`src/rtl/sap3_serial_tap.sv`:
```
// sap3_serial_tap: multi-channel framed serial debug tap with per-channel capture and round-robin pick.
// Define SAP3_SERIAL_TAP_PARITY_EN to append an even-parity bit after the data field.
module sap3_serial_tap #(
  parameter int unsigned NUM_CH = 2,
  parameter int unsigned WIDTH  = 8,
  parameter int unsigned DIV    = 2
) (
  input  logic                    clk,
  input  logic                    rst_n,
  input  logic [NUM_CH*WIDTH-1:0] ch_data,
  input  logic [NUM_CH-1:0]       ch_valid,
  input  logic                    clear_ovf,
  output logic                    serial_out,
  output logic                    frame_start,
  output logic                    busy,
  output logic [NUM_CH-1:0]       ovf
);

  localparam int unsigned IDW = (NUM_CH > 1) ? $clog2(NUM_CH) : 1;
  localparam int unsigned IXW = IDW + 1;
  localparam int unsigned SRW = IDW + WIDTH;
  localparam int unsigned DVW = (DIV > 1) ? $clog2(DIV) : 1;
  localparam int unsigned BCW = $clog2(SRW + 1);
`ifdef SAP3_SERIAL_TAP_PARITY_EN
  localparam bit PAR_EN = 1'b1;
`else
  localparam bit PAR_EN = 1'b0;
`endif

  typedef enum logic [2:0] {
    S_IDLE, S_START, S_ID, S_DATA, S_PARITY, S_GAP
  } state_t;

  state_t             state, state_nx;
  logic [DVW-1:0]     div_cnt, div_nx;
  logic [BCW-1:0]     bit_cnt, bit_nx, bit_last;
  logic [SRW-1:0]     sr, sr_nx;
  logic               par, par_nx;
  logic [IDW-1:0]     ptr, ptr_nx;
  logic [NUM_CH-1:0]  pend, load;
  logic [WIDTH-1:0]   hold [NUM_CH];
  logic               grant_vld;
  logic [IDW-1:0]     grant_id;
  logic [IXW-1:0]     idx;
  logic               period_end;
  logic               so_nx, fs_nx, busy_nx;

  // Capture buffers: newest data always wins.
  always_ff @(posedge clk) begin
    for (int c = 0; c < NUM_CH; c++) begin
      if (ch_valid[c]) hold[c] <= ch_data[c*WIDTH +: WIDTH];
    end
  end

  // Pending and sticky overflow; a same-cycle load consumes the old word without flagging.
  always_ff @(posedge clk) begin
    if (!rst_n) begin
      pend <= '0;
      ovf  <= '0;
    end else begin
      pend <= ch_valid | (pend & ~load);
      ovf  <= (ch_valid & pend & ~load) | (clear_ovf ? '0 : ovf);
    end
  end

  // Round-robin search starting just after the last served channel.
  always_comb begin
    grant_vld = 1'b0;
    grant_id  = '0;
    idx       = '0;
    for (int i = 1; i <= NUM_CH; i++) begin
      idx = IXW'(ptr) + IXW'(i);
      if (idx >= IXW'(NUM_CH)) idx = idx - IXW'(NUM_CH);
      if (!grant_vld && pend[idx[IDW-1:0]]) begin
        grant_vld = 1'b1;
        grant_id  = idx[IDW-1:0];
      end
    end
  end

  always_comb begin
    case (state)
      S_ID:    bit_last = BCW'(IDW - 1);
      S_DATA:  bit_last = BCW'(WIDTH - 1);
      default: bit_last = '0;
    endcase
  end

  always_ff @(posedge clk) begin
    if (!rst_n) begin
      state       <= S_IDLE;
      div_cnt     <= '0;
      bit_cnt     <= '0;
      sr          <= '0;
      par         <= 1'b0;
      ptr         <= IDW'(NUM_CH - 1);
      serial_out  <= 1'b0;
      frame_start <= 1'b0;
      busy        <= 1'b0;
    end else begin
      state       <= state_nx;
      div_cnt     <= div_nx;
      bit_cnt     <= bit_nx;
      sr          <= sr_nx;
      par         <= par_nx;
      ptr         <= ptr_nx;
      serial_out  <= so_nx;
      frame_start <= fs_nx;
      busy        <= busy_nx;
    end
  end

  // Next state, shifter and the registered pin values for the upcoming cycle.
  always_comb begin
    state_nx   = state;
    div_nx     = div_cnt;
    bit_nx     = bit_cnt;
    sr_nx      = sr;
    par_nx     = par;
    ptr_nx     = ptr;
    load       = '0;
    period_end = (div_cnt == DVW'(DIV - 1));

    if (state == S_IDLE) begin
      if (grant_vld) begin
        state_nx       = S_START;
        sr_nx          = {grant_id, hold[grant_id]};
        par_nx         = ^{grant_id, hold[grant_id]};
        ptr_nx         = grant_id;
        load[grant_id] = 1'b1;
        div_nx         = '0;
        bit_nx         = '0;
      end
    end else begin
      div_nx = period_end ? '0 : div_cnt + DVW'(1);
      if (period_end) begin
        if (state == S_ID || state == S_DATA) sr_nx = sr << 1;
        if (bit_cnt == bit_last) begin
          bit_nx = '0;
          case (state)
            S_START:  state_nx = S_ID;
            S_ID:     state_nx = S_DATA;
            S_DATA:   state_nx = PAR_EN ? S_PARITY : S_GAP;
            S_PARITY: state_nx = S_GAP;
            default:  state_nx = S_IDLE;
          endcase
        end else begin
          bit_nx = bit_cnt + BCW'(1);
        end
      end
    end

    so_nx   = 1'b0;
    fs_nx   = 1'b0;
    busy_nx = (state_nx != S_IDLE);
    case (state_nx)
      S_START: begin
        so_nx = 1'b1;
        fs_nx = 1'b1;
      end
      S_ID, S_DATA: so_nx = sr_nx[SRW-1];
      S_PARITY:     so_nx = par_nx;
      default:      so_nx = 1'b0;
    endcase
  end

endmodule

```
`config.mk`:
```
export PLATFORM = sky130hd
export DESIGN_NAME = sap3_serial_tap
export DESIGN_NICKNAME = d
export VERILOG_FILES = /design/src/rtl/sap3_serial_tap.sv
export SDC_FILE = /design/constraint.sdc
export NUM_CORES = 1
export LEC_CHECK = 0
export BUFFER_PORTS_ARGS = -buffer_cell sky130_fd_sc_hd__buf_4
export CORE_MARGIN = 2
export CORE_UTILIZATION = 50
export CTS_BUF_LIST = sky130_fd_sc_hd__clkbuf_8 sky130_fd_sc_hd__clkbuf_16
export DETAILED_ROUTE_END_ITERATION = 10
export PLACE_DENSITY = 0.72
export SLEW_MARGIN = 20
export SYNTH_ARGS = -nofsm -noshare
export SYNTH_HDL_FRONTEND = slang
export SYNTH_SLANG_ARGS = --single-unit
```
`constraint.sdc`:
```
create_clock -name clk -period 1.5 [get_ports clk]
set_input_delay 0.375 -clock clk [delete_from_list [all_inputs] [get_ports clk]]
set_output_delay 0.375 -clock clk [all_outputs]
set_load 0.01 [all_outputs]
```
==> impl_metrics.tcl, run 1 <==
set metrics [dict create \
    outcome "finished, violations left" \
    violations "setup timing" \
    internal_power_mw 2.38 \
    syn_nets 210 \
    wirelength_mm 3.92 \
    hp-class "in -> reg" \
    track_usage_pct 20.1 \
    power_leakage_nw 0.942 \
    drive_gt1_share_pct 32.9 \
    grt_max_degree 14 \
    startpoint_type "flip-flop" \
    n_fill_cell 309 \
    vias 1516 \
    synth_seq_area_share_pct 53.3 \
    rsz0062_at_grt "yes" \
    clock_path_buffers 2 \
    fin_ws_ns -0.0283 \
    rows 22 \
    p_switching_mw 1.27 \
    synth_edf_count 16 \
    finalHoldViolCount 0 \
    synth_area_sq_mm 0.00188 \
    pwr-share-seq_pct 42.5 \
    avgSynthCellArea_sq_um 9.99 \
    synthArstFlopShare_pct 0 \
    switching_share_pct 34.7 \
    post_cts.repair.setup_buffers 0 \
    drc 0 \
    synth_warnings 0 \
    start_util_pct 51.7 \
    dieArea_sq_mm 0.00426 \
    final_util_pct 66.4 \
    final_cell_mix "buf_4 (44), nand2_1 (29), dfxtp_1 (24), nor2_1 (20), edfxtp_1 (16)" \
    dieHeight_microns 65.3 \
    drt_first_pass_iters 4 \
    antenna_found_initial 0 \
    n_antenna_cell 0 \
    ant_nets 0 \
    routedWlPerCell_microns 14.0 \
    crit_type "reg -> reg" \
    cap_violations 0 \
    clkTransAtPathRegs_ns 0.08 \
    yosys.cell_types.count 43 \
    endpoint_kind "flip-flop" \
    cts_made_buffers 5 \
    setup_viol 1 \
    fin_skew_ns 0.00517 \
    final_common_cell "buf_4" \
    p_total_mw 3.65 \
    numPortBuffers 25 \
    relSlewSlack_pct 78.0 \
    synth-seq-cells 42 \
    die_x_microns 65.3 \
    grt.overflow.total 0 \
    synth_cells 188 \
    power_density_mw_per_mm2 1510 \
    fmax_mhz 654 \
    grt_pass1_vias 1488 \
    pwr-share-clk_pct 18.9 \
    crit_required_ns 1.68 \
    cts-root-buf "clkbuf_8" \
    area_growth_syn_to_layout_pct 28.4 \
    clk_latency_ns 0.29 \
    io-pin-count 26 \
    synth_ff_type "dfxtp_1" \
    drtIter0Drc 66 \
    gp_routability_congestion 0.759 \
    min_period_ns 1.53 \
    clock-sinks 42 \
    worstMarginPinSlew_ns 0.330 \
    comb_power_share_pct 38.6 \
    worstHoldPathCells 1 \
    ctsHtreeMaxLevel 2 \
    fin_crit_sh_pct 102 \
    ir_drop_uv 788 \
    final_nets 252 \
    coreArea_sq_mm 0.00363 \
    path_max_fanout 5 \
    worstRegToRegCells 5 \
    drv_slew 0 \
    cp.arrival_ns 1.71 \
    tritoncts "yes" \
    avgViaCountPerCell 5.43 \
    grt_pass1_wl_mm 6.50 \
    dp_hpwl_mm 2.89 \
    holdBufCountCts 0 \
]
==> synthesized netlist by cell type, types with 2 or more instances <==
library cell / number / area [sq um]
a32oi_1: 2 / 17.5
and3_1: 2 / 12.5
a221oi_1: 7 / 61.3
buf_2: 4 / 20.0
xnor2_1: 13 / 114
a31oi_1: 2 / 12.5
nand3b_1: 3 / 22.5
mux2i_1: 2 / 20.0
dfxtp_1: 26 / 521
nor2_1: 20 / 75.1
clkbuf_1: 4 / 15.0
o21ai_1: 3 / 15.0
or3_1: 2 / 12.5
a21boi_0: 2 / 15.0
edfxtp_1: 16 / 480
a22oi_1: 2 / 15.0
o21ai_0: 3 / 15.0
nand2_1: 29 / 109
a21oi_1: 16 / 80.1
nand3_1: 4 / 20.0
inv_1: 4 / 15.0
==> power groups by stage <==
stage | logic, mW | registers [mW] | clock network (mW)
after floorplan | 0.832 | 1.51 | 0
after global placement | 1.22 | 1.54 | 0
after detailed placement | 1.26 | 1.55 | 0
after CTS | 1.29 | 1.53 | 0.713
after global routing | 1.55 | 1.57 | 0.763
final | 1.41 | 1.55 | 0.688
==> timing repair <==
item / 4_1_cts / 5_1_grt
setup endpoints to repair: 12 / 17
pin swaps: 2 / 1
cloned: 0 / 0
resized for setup: 3 / 18
==> routing by layer <==
layer  wire length, microns  up-vias  GRT usage [%]
li1                       -      760              -
met1                   1610      707           24.7
met2                   2080       44           34.6
met3                    178        5           4.11
met4                     51        0           8.33
met5                      0        -              0
==> state kept, by name, summed over array words and instances (netlist names) <==
register / flops
state: 3
par: 1
div_cnt: 1
bit_cnt: 4
ptr: 1
sr: 9
serial_out: 1
pend: 2
ovf: 2
busy: 1
frame_start: 1
hold: 16
==> worst max-delay path: stages, from the launching register on <==
cell and delay (ns):
dfxtp_1 0.31, or3_4 0.38, mux2i_2 0.25, and3_4 0.27, nand3_1 0.08, o311a_1 0.12
==> stage by stage <==
stage                     setup TNS, ns  instances  setup slack [ns]  hold slack (ns)  area [sq um]
after detailed placement         -0.373        271           -0.0866            0.463          2230
final                           -0.0283        279           -0.0283            0.255          2410
after CTS                      -0.00211        279          -0.00211            0.243          2320
after global routing             -0.627        279            -0.111            0.238          2410
after global placement                0        271           0.00732            0.450          2230
after floorplan                       0        188           0.00573            0.436          1880
==> logic make-up (layout without fill, tap and decap cells) <==
family	Yosys count	in the layout	share of synthesized area (%)
flops	42	42	53.3
xor+xnor	14	14	6.53
compound gates	46	46	16.7
buf+inv	13	56	3.06
mux	3	3	1.80
fa+ha+maj	1	1	0.666
simple gates	69	69	18.0
==> final cells by class <==
type	instances	area, sq um	share of cell area (%)
Sequential cell	42	1000	41.6
Multi-Input combinational cell	133	917	38.0
Timing Repair Buffer	44	330	13.7
Clock buffer	5	68.8	2.85
Tap cell	48	60.1	2.49
Clock inverter	3	16.3	0.675
Inverter	4	15.0	0.623
==> final timing paths <==
path	endpoint	slack, ns	from
worst max-delay path	state[0]	-0.03	bit_cnt[0]
worst min-delay path	hold[0][2]	0.26	ch_data[2]
worst max register to register	state[0]	-0.03	bit_cnt[0]
worst min register to register	serial_out	0.46	state[0]
Power figures use the tool's default switching activity.
==> run 2, diff against run 1 <==
Settings changed: BUFFER_PORTS_ARGS -buffer_cell sky130_fd_sc_hd__buf_4 to -buffer_cell sky130_fd_sc_hd__buf_2.
==> run 2 against run 1 <==
Effect of this change:
- the run still ends with setup timing left
- die area is the same
- critical path depth did not move
- first-iteration DRC count down 33%
- maximum frequency shrank 0.37%
- register-to-register slack about the same
- clock power about the same
- worst hold slack got worse by 0.00092 ns
- total power shrank 0.50%
==> impl_metrics.tcl, run 2 (synthesis gave the netlist of run 1 again) <==
set metrics [dict create \
    n_fill_cell 299 \
    final_cell_count_no_fill 283 \
    drc 0 \
    place_area_sq_mm 0.00218 \
    worstReg2RegStart "bit_cnt[0]" \
    use_met3_pct 5.48 \
    largest_register_ffs 16 \
    track_usage_pct 20.0 \
    cap_violations 0 \
    area_growth_syn_to_layout_pct 27.0 \
    startpoint_type "flip-flop" \
    largest_register "hold" \
    n_antenna_cell 0 \
    clock-sinks 42 \
    final_common_cell "nand2_1" \
    holdBufCountCts 0 \
    cts-root-buf "clkbuf_8" \
    crit_type "reg -> reg" \
    power_density_mw_per_mm2 1520 \
    grt_pass1_wl_mm 6.50 \
    top_regs "hold: 16 flops, sr: 9 flops, bit_cnt: 4 flops" \
    grt.overflow.total 0 \
    rows 22 \
    coreArea_sq_mm 0.00363 \
    clock_path_buffers 2 \
    hp-class "in -> reg" \
    final_cell_mix "nand2_1 (29), buf_2 (25), dfxtp_1 (24), buf_4 (22), nor2_1 (19)" \
    clk_latency_ns 0.29 \
    dp_hpwl_mm 2.79 \
    finalHoldViolCount 0 \
    clkTransAtPathRegs_ns 0.08 \
    start_util_pct 51.7 \
    drtIter0Drc 44 \
    numPortBuffers 25 \
    power_leakage_nw 0.948 \
    ctsHtreeMaxLevel 2 \
    outcome "finished, violations left" \
    ir_drop_uv 911 \
    final_util_pct 65.6 \
    fin_crit_sh_pct 102 \
    min_from "ch_data[10]" \
    grt_max_degree 15 \
    cts_made_buffers 5 \
    use_met2_pct 33.9 \
    grt_pass1_vias 1491 \
    vias 1529 \
    post-place-ws_ns -0.0861 \
    die_x_microns 65.3 \
    crit_required_ns 1.68 \
    fmax_mhz 652 \
    final_nets 256 \
    drive_gt1_share_pct 34.9 \
    io-pin-count 26 \
    relSlewSlack_pct 79.1 \
    worstSetupStartpoint "bit_cnt[0]" \
    endpoint_kind "flip-flop" \
    wirelength_mm 3.83 \
    setup_viol 4 \
    avgViaCountPerCell 5.40 \
    tritoncts "yes" \
    path_max_fanout 5 \
    busiest_layer "met2" \
    dieArea_sq_mm 0.00426 \
    met1_usage_pct 24.8 \
    cp.arrival_ns 1.72 \
    setup_tns_ns -0.0884 \
    hold_slack_ns 0.254 \
    dp_cells 273 \
    ant_nets 0 \
    drt_first_pass_iters 4 \
    dieHeight_microns 65.3 \
    antenna_found_initial 0 \
    worstMarginPinSlew_ns 0.313 \
    violations "setup timing" \
    final_area_sq_mm 0.00238 \
    rsz0062_at_grt "yes" \
    drv_slew 0 \
    min_period_ns 1.53 \
    gp_routability_congestion 0.809 \
    fin_skew_ns 0.00238 \
    routedWlPerCell_microns 13.5 \
    p_total_mw 3.63 \
    fin_ws_ns -0.0339 \
]
==> run 2: worst paths after layout <==
check	endpoint	slack (ns)	depth (start not counted)
worst min register to register	sr[8]	0.46	2
worst min-delay path	hold[1][2]	0.25	1
worst max register to register	state[0]	-0.03	5
worst max-delay path	state[0]	-0.03	5
==> run 2: cell type report <==
class	count	area [sq um]	area share, %
inverters	4	15.0	0.630
well taps	48	60.1	2.52
flip-flops and latches	42	1000	42.1
multi-input cells	133	920	38.6
repair buffers	48	302	12.6
clock buffers	5	68.8	2.89
clock inverters	3	16.3	0.682
==> run 2: what timing repair did <==
item                       in CTS  in global routing
setup endpoints to repair      13                 17
setup buffers                   1                  1
gates resized for setup         7                 17
pin swaps                       3                  5
==> run 2: per-layer routing <==
layer,part of all wire (%),vias to the layer above
met3,3.9,7
li1,-,768
met5,0,-
met2,51,35
met1,43,719
met4,1.3,0
==> run 2: critical path, cell delays in order, from the launching register on <==
cell	delay [ns]
dfxtp_1	0.32
or3_4	0.38
mux2i_2	0.24
and3_4	0.27
nand3_1	0.08
o311a_1	0.12
==> run 2: where the power goes <==
part           internal, mW  switching, mW
sequential             1.38          0.145
combinational         0.655          0.756
clock                 0.318          0.370
==> run 3, diff against run 2 <==
Settings changed: CORE_UTILIZATION 50 to 53, CTS_BUF_LIST sky130_fd_sc_hd__clkbuf_8 sky130_fd_sc_hd__clkbuf_16 to sky130_fd_sc_hd__clkbuf_2 sky130_fd_sc_hd__clkbuf_4 sky130_fd_sc_hd__clkbuf_8, PLACE_DENSITY 0.72 to 0.77.
==> run 3 against run 2 <==
Effect of this change:
- the run still ends with setup timing left
- clock skew up 0.0088 ns
- first-iteration DRC count up 4.5%
- via count down 0.46%
- final area down 0.68%
- utilization up 4.8 points
- final cell count down 1.4%
- critical path depth unchanged
- largest cell class unchanged
==> impl_metrics.tcl, run 3 (synthesis gave the netlist of run 1 again) <==
set metrics [dict create \
    outcome "finished, violations left" \
    violations "setup timing" \
    grt_pass1_wl_mm 6.34 \
    power_density_mw_per_mm2 1550 \
    path_max_fanout 5 \
    fmax_mhz 652 \
    drt_first_pass_iters 4 \
    relSlewSlack_pct 75.6 \
    cap_violations 0 \
    rrSetupSlack_ns -0.03 \
    cts_made_buffers 5 \
    finalHoldViolCount 0 \
    place_area_sq_mm 0.00215 \
    worstSetupStartpoint "state[2]" \
    gp_routability_congestion 0.783 \
    clock_path_buffers 2 \
    drt-met1-wl_mm 1.64 \
    p_total_mw 3.68 \
    post-place-ws_ns -0.0864 \
    hold_slack_ns 0.189 \
    tritoncts "yes" \
    drc 0 \
    top_layer "met4" \
    drtIter0Drc 46 \
    drv_slew 0 \
    dieArea_sq_mm 0.00404 \
    grt_max_degree 15 \
    wirelength_mm 3.78 \
    clock-sinks 42 \
    antenna_found_initial 0 \
    timing.rr.end "bit_cnt[3]" \
    cts-root-buf "clkbuf_4" \
    setup_viol 2 \
    coreArea_sq_mm 0.00336 \
    numPortBuffers 25 \
    dieHeight_microns 63.5 \
    cp.arrival_ns 1.83 \
    vias 1522 \
    crit_required_ns 1.80 \
    holdBufCountCts 0 \
    ant_nets 0 \
    hold_path_end "hold[0][3]" \
    fin_crit_sh_pct 102 \
    final_common_cell "nand2_1" \
    top_regs "hold: 16 flops, sr: 9 flops, bit_cnt: 4 flops" \
    final_cell_mix "nand2_1 (29), buf_2 (25), dfxtp_1 (21), nor2_1 (19), buf_4 (19)" \
    wl_met3_microns 161 \
    worstHoldPathCells 1 \
    io-pin-count 26 \
    ir_drop_uv 841 \
    grt.overflow.total 0 \
    endpoint_kind "flip-flop" \
    fin_ws_ns -0.0340 \
    dp_cells 268 \
    final_cell_count_no_fill 279 \
    worstRegToRegCells 5 \
    start_util_pct 55.8 \
    track_usage_pct 20.3 \
    rows 21 \
    drive_gt1_share_pct 35.2 \
    area_growth_syn_to_layout_pct 26.1 \
    clkTransAtPathRegs_ns 0.11 \
    min_period_ns 1.53 \
    crit_type "reg -> reg" \
    startpoint_type "flip-flop" \
    largest_register_ffs 16 \
    die_x_microns 63.5 \
    worstMarginPinSlew_ns 0.366 \
    final_area_sq_mm 0.00237 \
    dp_hpwl_mm 2.68 \
    fin_skew_ns 0.0111 \
    ctsHtreeMaxLevel 2 \
    final_nets 254 \
    hp-class "in -> reg" \
    dr_wl_met2_mm 1.91 \
    grt_pass1_vias 1447 \
    rsz0062_at_grt "yes" \
    worstReg2RegStart "state[2]" \
    largest_register "hold" \
    clk_latency_ns 0.36 \
    n_antenna_cell 0 \
    setup_tns_ns -0.0468 \
    final_util_pct 70.4 \
    power_leakage_nw 0.938 \
    routedWlPerCell_microns 13.6 \
    avgViaCountPerCell 5.46 \
    min_from "ch_data[3]" \
]
[run 3: changes by cell type in the layout (fill, tap and decap cells not counted), sizes merged]
cell      previous run  this run
bufinv               0         1
clkinv               2         0
clkinvlp             1         0
clkbuf               5         7
buf                 48        46
[run 3: power breakdown]
group	internal, mW	switching [mW]	total, mW
Clock	0.390	0.350	0.740
Sequential	1.39	0.150	1.54
Combinational	0.662	0.740	1.40
Total	2.44	1.24	3.68
[run 3: worst max-delay path by stage]
stage	endpoint	slack, ns	cells past startpoint
2_1_floorplan	sr[7]	0.006	6
3_3_place_gp	state[0]	0.01	5
3_5_place_dp	sr[2]	-0.09	5
4_1_cts	state[1]	0.004	5
5_1_grt	bit_cnt[3]	-0.06	5
6_report	bit_cnt[3]	-0.03	5
[run 3: worst max-delay path, stage by stage, from the launching register on]
cell,delay [ns]
dfxtp_2,0.36
or3_4,0.43
buf_4,0.15
a21oi_2,0.25
o21ai_1,0.14
a21oi_2,0.15
[run 3: layout make-up]
class / instances / area, sq um
clock inverter: 1 / 30.0
sequential: 42 / 1010
fill: 272 / 995
multi-input combinational: 133 / 916
tap: 46 / 57.6
inverter: 4 / 15.0
clock buffer: 7 / 52.6
timing repair buffer: 46 / 290
[run 3: routing by layer]
layer  vias to the layer above  global-route usage (%)
li1                        760                       -
met1                       722                    24.2
met2                        32                    34.2
met3                         8                    5.71
met4                         0                    8.70
met5                         -                       0
[run 3: timing repair]
action / CTS / global route
buffers inserted: 3 / 0
endpoints found under the setup margin: 17 / 13
pin swaps: 5 / 9
gates resized for setup: 9 / 17
